### config.mk
export PLATFORM = sky130hd
export DESIGN_NAME = blink_meter
export DESIGN_NICKNAME = d
export VERILOG_FILES = /design/src/rtl/blink_meter_pkg.sv /design/src/rtl/blink_meter_sig_debounce.sv /design/src/rtl/blink_meter.sv
export SDC_FILE = /design/constraint.sdc
export NUM_CORES = 1
export LEC_CHECK = 0
export ABC_AREA = 1
export CAP_MARGIN = 20
export CORE_MARGIN = 2
export CORE_UTILIZATION = 57
export CTS_BUF_LIST = sky130_fd_sc_hd__clkbuf_4 sky130_fd_sc_hd__clkbuf_8
export CTS_CLUSTER_SIZE = 16
export DETAILED_ROUTE_END_ITERATION = 12
export GPL_ROUTABILITY_DRIVEN = 0
export PLACE_DENSITY = 0.82
export SLEW_MARGIN = 20
export SYNTH_ARGS = -nofsm -noshare
export SYNTH_HDL_FRONTEND = slang
export SYNTH_HIERARCHICAL = 1
export SYNTH_SLANG_ARGS = --single-unit
### constraint.sdc
create_clock -name clk -period 2.1 [get_ports clk]
set_clock_uncertainty 0.05 [all_clocks]
set_input_delay 0.315 -clock clk [delete_from_list [all_inputs] [get_ports clk]]
set_output_delay 0.315 -clock clk [all_outputs]
set_load 0.05 [all_outputs]
### src/rtl/blink_meter_pkg.sv
// Shared definitions for the blink measurement block: FSM state encoding and
// the default counter width used with the LED flash generators.
package blink_meter_pkg;

    // FSM encoding: IDLE waits to arm, ON times the low phase, OFF the high phase
    typedef enum logic [1:0] {
        ST_IDLE = 2'd0,
        ST_ON   = 2'd1,
        ST_OFF  = 2'd2
    } blink_state_e;

    // 30 bits holds the default 600M-cycle timeout (2^29 would not)
    localparam int BLINK_CNT_W = 30;

    // Width of the wrapping measurement counter
    localparam int MEAS_CNT_W  = 4;

endpackage

### src/rtl/blink_meter_sig_debounce.sv
// Front end for the blink line: two-flop synchroniser followed by a stability
// filter. Rising and falling edges see the same 2+DEB_CYC cycle delay, so
// durations measured on the filtered level match the input exactly.
module sig_debounce #(
    parameter int DEB_CYC = 1000
) (
    input  logic clk,
    input  logic rst_n,
    input  logic i_sig,
    output logic o_lvl,
    output logic o_fall,
    output logic o_rise
);

    localparam int              DW      = (DEB_CYC > 1) ? $clog2(DEB_CYC) : 1;
    localparam logic [DW-1:0]   LP_LAST = DW'(DEB_CYC - 1);

    if (DEB_CYC < 1) begin : g_bad_deb
        $error("sig_debounce: DEB_CYC must be at least 1");
    end

    logic          r_meta;
    logic          r_sync;
    logic [DW-1:0] r_stab;
    logic          r_lvl;
    logic          r_fall;
    logic          r_rise;

    // Two-flop synchroniser; idles high (line OFF) out of reset
    always_ff @(posedge clk or negedge rst_n) begin
        if (!rst_n) begin
            r_meta <= 1'b1;
            r_sync <= 1'b1;
        end else begin
            r_meta <= i_sig;
            r_sync <= r_meta;
        end
    end

    // Accept the synchronised value after DEB_CYC consecutive differing cycles
    always_ff @(posedge clk or negedge rst_n) begin
        if (!rst_n) begin
            r_stab <= '0;
            r_lvl  <= 1'b1;
            r_fall <= 1'b0;
            r_rise <= 1'b0;
        end else begin
            r_fall <= 1'b0;
            r_rise <= 1'b0;
            if (r_sync != r_lvl) begin
                if (r_stab == LP_LAST) begin
                    r_lvl  <= r_sync;
                    r_stab <= '0;
                    r_fall <= ~r_sync;
                    r_rise <= r_sync;
                end else begin
                    r_stab <= r_stab + 1'b1;
                end
            end else begin
                r_stab <= '0;
            end
        end
    end

    assign o_lvl  = r_lvl;
    assign o_fall = r_fall;
    assign o_rise = r_rise;

endmodule

### src/rtl/blink_meter.sv
// Blink meter: measures ON (low) time and full period of a debounced
// active-low blink line and publishes each pair with a one-cycle strobe.
// The first falling edge only arms; a missing edge for TIMEOUT cycles flags stuck.
module blink_meter
    import blink_meter_pkg::*;
#(
    parameter int CNT_W   = BLINK_CNT_W,
    parameter int DEB_CYC = 1000,
    parameter int TIMEOUT = 600_000_000
) (
    input  logic                  clk,
    input  logic                  rst_n,
    input  logic                  sig_in,
    output logic [CNT_W-1:0]      on_cycles,
    output logic [CNT_W-1:0]      period_cyc,
    output logic                  meas_vld,
    output logic [MEAS_CNT_W-1:0] meas_cnt,
    output logic                  stuck
);

    if ((CNT_W > 62) || (longint'(TIMEOUT) >= (longint'(1) << CNT_W))) begin : g_bad_width
        $error("blink_meter: TIMEOUT must be below 2^CNT_W");
    end

    localparam logic [CNT_W-1:0] LP_TIMEOUT = CNT_W'(TIMEOUT);

    // Saturating increment: counters stick at all-ones instead of wrapping
    function automatic logic [CNT_W-1:0] sat_inc(input logic [CNT_W-1:0] v);
        return (&v) ? v : v + CNT_W'(1);
    endfunction

    logic w_lvl;
    logic w_fall;
    logic w_rise;

    sig_debounce #(
        .DEB_CYC (DEB_CYC)
    ) u_deb (
        .clk    (clk),
        .rst_n  (rst_n),
        .i_sig  (sig_in),
        .o_lvl  (w_lvl),
        .o_fall (w_fall),
        .o_rise (w_rise)
    );

    blink_state_e          r_state;
    blink_state_e          w_next;
    logic                  w_to_hit;
    logic                  w_arm;
    logic                  w_publish;
    logic                  w_timeout;
    logic                  w_run;
    logic [CNT_W-1:0]      r_per_cnt;
    logic [CNT_W-1:0]      r_on_cnt;
    logic [CNT_W-1:0]      r_on_cycles;
    logic [CNT_W-1:0]      r_period_cyc;
    logic                  r_meas_vld;
    logic [MEAS_CNT_W-1:0] r_meas_cnt;
    logic                  r_stuck;

    assign w_to_hit = (r_per_cnt == LP_TIMEOUT);

    // FSM state register
    always_ff @(posedge clk or negedge rst_n) begin
        if (!rst_n) begin
            r_state <= ST_IDLE;
        end else begin
            r_state <= w_next;
        end
    end

    // Next state: an edge in OFF beats a coincident timeout
    always_comb begin
        w_next = r_state;
        case (r_state)
            ST_IDLE: if (w_fall) w_next = ST_ON;
            ST_ON: begin
                if (w_to_hit)    w_next = ST_IDLE;
                else if (w_rise) w_next = ST_OFF;
            end
            ST_OFF: begin
                if (w_fall)        w_next = ST_ON;
                else if (w_to_hit) w_next = ST_IDLE;
            end
            default: w_next = ST_IDLE;
        endcase
    end

    // FSM decoded actions
    always_comb begin
        w_arm     = (r_state == ST_IDLE) && w_fall;
        w_publish = (r_state == ST_OFF)  && w_fall;
        w_run     = (r_state == ST_ON) || (r_state == ST_OFF);
        w_timeout = w_run && w_to_hit && !w_publish;
    end

    // Duration counters: load 1 on each fall, on_cnt runs only while lvl is low
    always_ff @(posedge clk or negedge rst_n) begin
        if (!rst_n) begin
            r_per_cnt <= '0;
            r_on_cnt  <= '0;
        end else if (w_fall) begin
            r_per_cnt <= CNT_W'(1);
            r_on_cnt  <= CNT_W'(1);
        end else if (w_run && !w_timeout) begin
            r_per_cnt <= sat_inc(r_per_cnt);
            if ((r_state == ST_ON) && !w_lvl) begin
                r_on_cnt <= sat_inc(r_on_cnt);
            end
        end
    end

    // Published results, strobe, measurement count and stuck flag
    always_ff @(posedge clk or negedge rst_n) begin
        if (!rst_n) begin
            r_on_cycles  <= '0;
            r_period_cyc <= '0;
            r_meas_vld   <= 1'b0;
            r_meas_cnt   <= '0;
            r_stuck      <= 1'b0;
        end else begin
            r_meas_vld <= w_publish;
            if (w_publish) begin
                r_on_cycles  <= r_on_cnt;
                r_period_cyc <= r_per_cnt;
                r_meas_cnt   <= r_meas_cnt + 1'b1;
            end
            if (w_arm) begin
                r_stuck <= 1'b0;
            end else if (w_timeout) begin
                r_stuck <= 1'b1;
            end
        end
    end

    assign on_cycles  = r_on_cycles;
    assign period_cyc = r_period_cyc;
    assign meas_vld   = r_meas_vld;
    assign meas_cnt   = r_meas_cnt;
    assign stuck      = r_stuck;

endmodule

== After elaboration in Yosys (flattened, before gate mapping) ==
Index checks and enable logic that the tools add are counted.
Cells by class
  bitwise operators: 1
  multiplexer cells: 21
  $add $sub $neg: 4
  reductions and logical operators: 20
  equality and inequality tests: 10
Operators by type and width (number)
  $mux 30: 7
  $add 30x1->30 const B: 2
  $reduce_and 30->1: 2
  $eq 30x30->1 const B: 1
  $mux 10: 2
  $add 10x1->10 const B: 1
  $eq 10x10->1 const B: 1
  $mux 2: 5
  $logic_and 1x1->1: 6
  $mux 1: 6
  $ne 2x1->1 const B: 3
  $ne 3x2->1 const B: 2
  $pmux 2 s3: 1
  $reduce_and 3->1: 2
  $reduce_bool 2->1: 3
  $add 4x1->4 const B: 1
  $reduce_and 2->1: 2
  $logic_not 1->1: 3
  $eq 2x1->1 const B: 1
  $eq 2x2->1 const B: 1
  $logic_not 2->1: 1
  $logic_or 1x1->1: 1
  $ne 1x1->1: 1
  $not 1->1: 1
Storage, ports and cells
  bits of input ports: 3
  register bits after elaboration: 143
  output and inout bits: 66
  word-level logic and storage cells: 70

== Logic depth before layout (Yosys ltp) ==
  depth in word-level cells: 8
  gate-level depth with buffers: 14
  mapped depth without buffers: 13

== Hierarchy ==
Netlist, hierarchy kept.
By module, submodules not included
  blink_meter: instances 1, seq. area each 3203.1 um^2, cells an instance 1059, area an instance 7299.5 um^2
  sig_debounce: instances 1, seq. area each 379.1 um^2, cells an instance 71, area an instance 694.4 um^2

== Worst setup path after synthesis ==
No wires, ideal clock.
  path kind: reg-to-reg
  start point: register r_on_cnt[0]
  end point: register r_on_cnt[12]
  clock period less this slack: 1878 ps
  buffers on the path: 1
  data arrival time: 1762 ps
  library setup time: 66 ps
  cell stages (with the launch flop): 12
  required time: 1984 ps
  slack: 222 ps
  cell sequence: dfrtp_1 ha_1 nand2_1 nor2_4 nand2_2 nor2_2 nand3b_1 clkinv_1 nor2_1 clkbuf_1 nand3_1 nand2_1
On the way
  longest elaborated chain between the ends: 5
  elaborated cells between the ends (all ways): 8
  those cells by class: add/sub: 1; eq/ne: 1; mux: 4; reduce/logical: 2
Ends and longest elaborated chain
  start: declaration: line blink_meter.sv:55  | logic [CNT_W-1:0] r_on_cnt;
  start signal: assignment: line blink_meter.sv:109  | r_on_cnt <= sat_inc(r_on_cnt);
  $add 30x1->30: line blink_meter.sv:29  | return (&v) ? v : v + CNT_W'(1);
  $mux 30: line blink_meter.sv:29
  $mux 30: line blink_meter.sv:108  | if ((r_state == ST_ON) && !w_lvl) begin
  $mux 30: line blink_meter.sv:106  | end else if (w_run && !w_timeout) begin
  $mux 30: line blink_meter.sv:103  | end else if (w_fall) begin
Several ways; a longest one is shown, not always the timed one. The select of a mux whose other input is x is not followed.
A chain may end at the register's enable or synchronous reset.

== Worst setup path in the final report ==
  start point: register r_stuck (netlist: stuck)
  end point: output stuck
RTL lines
  start: declaration: line blink_meter.sv:60  | logic r_stuck;
  start signal: assignment: line blink_meter.sv:121  | r_stuck <= 1'b0;
  start signal: assignment: line blink_meter.sv:130  | r_stuck <= 1'b0;
  start signal: assignment: line blink_meter.sv:132  | r_stuck <= 1'b1;
  end: declaration: line blink_meter.sv:18  | output logic stuck
No word-level cell between the ends.

==> key figures <==
Power
  – Leakage Power: 0.004783 µW
  – Peak supply drop: roughly 0.00051 V
  – PD cells: about 550 mW/mm²

GRT
  – Global route overflow: 0
  – First-pass GRT wire length: around 34000 µm
  – Initial antenna violation count: 0
  – Tot GR Track Use: 0.2878
  – Largest net degree at the start of global routing: 64
  – Number of global-route vias before repair: 7123

Timing
  – Post-route worst setup slack: 0.05716 ns
  – Final Max Slew Viols: 0
  – Tmin final: 2.043 ns
  – Worst-Margin Slew: 0.5409 ns
  – Hold Fails Final Rpt: 0
  – Crit share post-route: 0.9728
  – Sum of negative setup slack: 0 ns
  – Fmax: 0.4895 GHz
  – Setup violators final: 0
  – Slew margin rel.: 0.6383

Worst setup path
  – Cell family with most CP delay: buffers and inverters
  – Max incr delay on CP: 0.82 ns
  – Critical path endpoint category: output pin
  – CP cell instances: clkdlybuf4s50_1
  – Worst path bufs/invs: 1
  – Worst-path maximum fanout: 2
  – Kind of critical path: reg2out
  – Startpoint types: register
  – CP max stage cell: clkdlybuf4s50_1
  – Worst EP arrival: 1.68 ns
  – Critical path required time: 1.74 ns

Layout
  – Nets: 1237
  – Ant diodes: 0
  – Leading cell type in the layout, fill and taps excluded: nand2_1
  – Final non-filler cell total: 1418
  – Post-Layout Inst Area: 0.009630 mm²
  – P&R area growth vs syn: 20.47%
  – Reg area: 0.003582 mm²
  – Fillers: 1142
  – Most frequent cells in the layout: nand2_1, nor2_1, dfrtp_1
  – Area of the multi-input gates: between 0.003 and 0.004 mm²
  – Share of post-route cells with drive strength above 1: 0.09612

Floorplanning
  – Die height: 122.4 µm
  – IO Count: between 60 and 70
  – Die X: 122.4 µm
  – Core Area: 0.01377 mm²
  – Cell Rows: 43
  – Die area: about 0.015 mm²
  – Initial core utilization: 0.5804

Clocking
  – Root buffer cell: clkbuf_8
  – TritonCTS clock tree: built
  – Clk buf depth: 2
  – H-tree levels: 4
  – Num CTS Buffers: 17
  – Clk pin slew, worst setup/hold paths: 0.09 ns
  – Worst skew pair latency: 0.47 ns
  – CTS sink cnt: 143

Drt
  – Wire length per cell: around 14 µm
  – Post-Route WL: 20350 µm
  – Drt pass-1 iters: 6
  – Residual DRC: 0
  – DRT antenna net count: 0
  – DR vias: about 7600
  – Vias per cell: 5.328
  – Initial drt markers: approximately 670

Logic synthesis
  – Multiplexer area fraction after synthesis: 0
  – Largest family of logic cells by synthesized area: simple AND/OR/NAND/NOR gates
  – Post-Syn Area: 0.007994 mm²
  – Synth Area in Simple Gates: 0.3904
  – Syn Area/Cell: 7.074 µm²
  – Post-synthesis xor/xnor area fraction: 0.02958
  – Cell count after synthesis: 1130
  – Adder-cell share of the synthesized area: 0.01409
  – Synth Area in Compound Gates: 0.03850
  – Synth cell types: 32
  – #FFs+latches synth: 143
  – Post-synthesis sequential area ratio: 0.4481
  – Ys Warns: 6
  – Synth Net Count: 1142

Outcome
  – Status: finished, final reports clean

Worst hold path
  – Min-delay worst type: in2reg

Place
  – Detail Placement HPWL: 14590 µm
  – Placed inst area: 0.009100 mm²
  – Post-Place Worst Slack: 0.03084 ns
  – Cells after DPL: 1379
  – Port Buffers: 68

Job
  – MaxCap Viol Count: 0
worst reg2reg max path, stage by stage, from the launching register on:
cell      delay (ns)
dfrtp_1         0.43
ha_1            0.21
nand2_1         0.15
nor2_4          0.07
nand2_2         0.13
nor2_4          0.07
nand3b_1        0.18
clkinv_1        0.09
nor2_1          0.14
buf_4           0.24
nand3_1         0.11
nand2_1         0.09
final timing paths:
kind / slack (ns) / to / from / depth (start not counted)
min reg2reg: 0.31 / u_deb/r_sync / u_deb/r_meta / 0
max in group asynchronous: 1.17 / u_deb/r_meta / rst_n / 3
max: 0.06 / stuck / stuck / 1
min in group asynchronous: 0.21 / period_cyc[12] / rst_n / 2
min: 0.20 / u_deb/r_meta / sig_in / 1
max reg2reg: 0.10 / r_on_cnt[13] / r_on_cnt[1] / 11
cells by family after synthesis:
logic type | Yosys count
xor gates and xnor gates | 27
DFF | 143
and+or+nand+nor | 732
adders and majority gates | 9
buffers and inverters | 158
AOI/OAI and AO/OA | 61
flip-flops by register name (all words and copies together) (netlist names), 2 cells and up:
name          cells
r_on_cnt         30
on_cycles        30
meas_cnt          4
u_deb/r_stab     10
period_cyc       30
r_state           2
r_per_cnt        30
stage by stage:
stage	hold slack (ns)	total power, µW	util
detailed placement	0.1332	2906	0.6607
global route	0.1814	5477	0.6992
finish	0.2022	5306	0.6992
CTS	0.1751	5343	0.6937
global placement	0.1320	2905	0.6607
floorplan	-0.03059	2833	-
synth_stat cells, drive strengths merged:
cell type  count  area, µm²
nand2        403       1545
nor2         165      671.9
dfrtp        140       3503
nand3        137      713.2
inv          116      435.4
o21ai         55      275.3
clkbuf        27      101.4
xor2          22      192.7
nand4         21      146.4
buf           13      90.08
ha             9      112.6
a21oi          5      25.02
xnor2          5      43.79
nor3           4      30.03
dfstp          3      78.83
clkinv         2      7.510
a22oi          1      7.510
nand3b         1      7.510
or2            1      6.260
layout make-up:
class / count / area share
clock buffer: 17 / 0.02430
clock inverter: 15 / 0.02209
inverter: 118 / 0.04599
multi-input combinational: 829 / 0.3960
sequential: 143 / 0.3720
tap: 180 / 0.02339
timing repair buffer: 116 / 0.1163
report_power, final:
group / internal (µW) / switching (µW)
clock network: 1310 / 1150
registers: 2760 / 4.57
logic: 20.1 / 64.3
total: 4090 / 1220
what timing repair did:
| action | in CTS | in global routing |
|---|---|---|
| pin swaps | 0 | 4 |
| hold endpoints to repair | 140 | 0 |
| hold buffers | 1 | 0 |
| gates resized for setup | 2 | 7 |
| setup buffers | 0 | 6 |
| endpoints found under the setup margin | 2 | 61 |
layer usage:
metal | GRT usage | vias to the layer above | part of all wire
met4 | 0.1250 | 0 | 0.033
met5 | 0 | - | 0
met2 | 0.4639 | 308 | 0.47
met3 | 0.05994 | 66 | 0.070
li1 | - | 3730 | -
met1 | 0.3769 | 3451 | 0.42
Note: power is estimated with default switching activity, not from simulation.
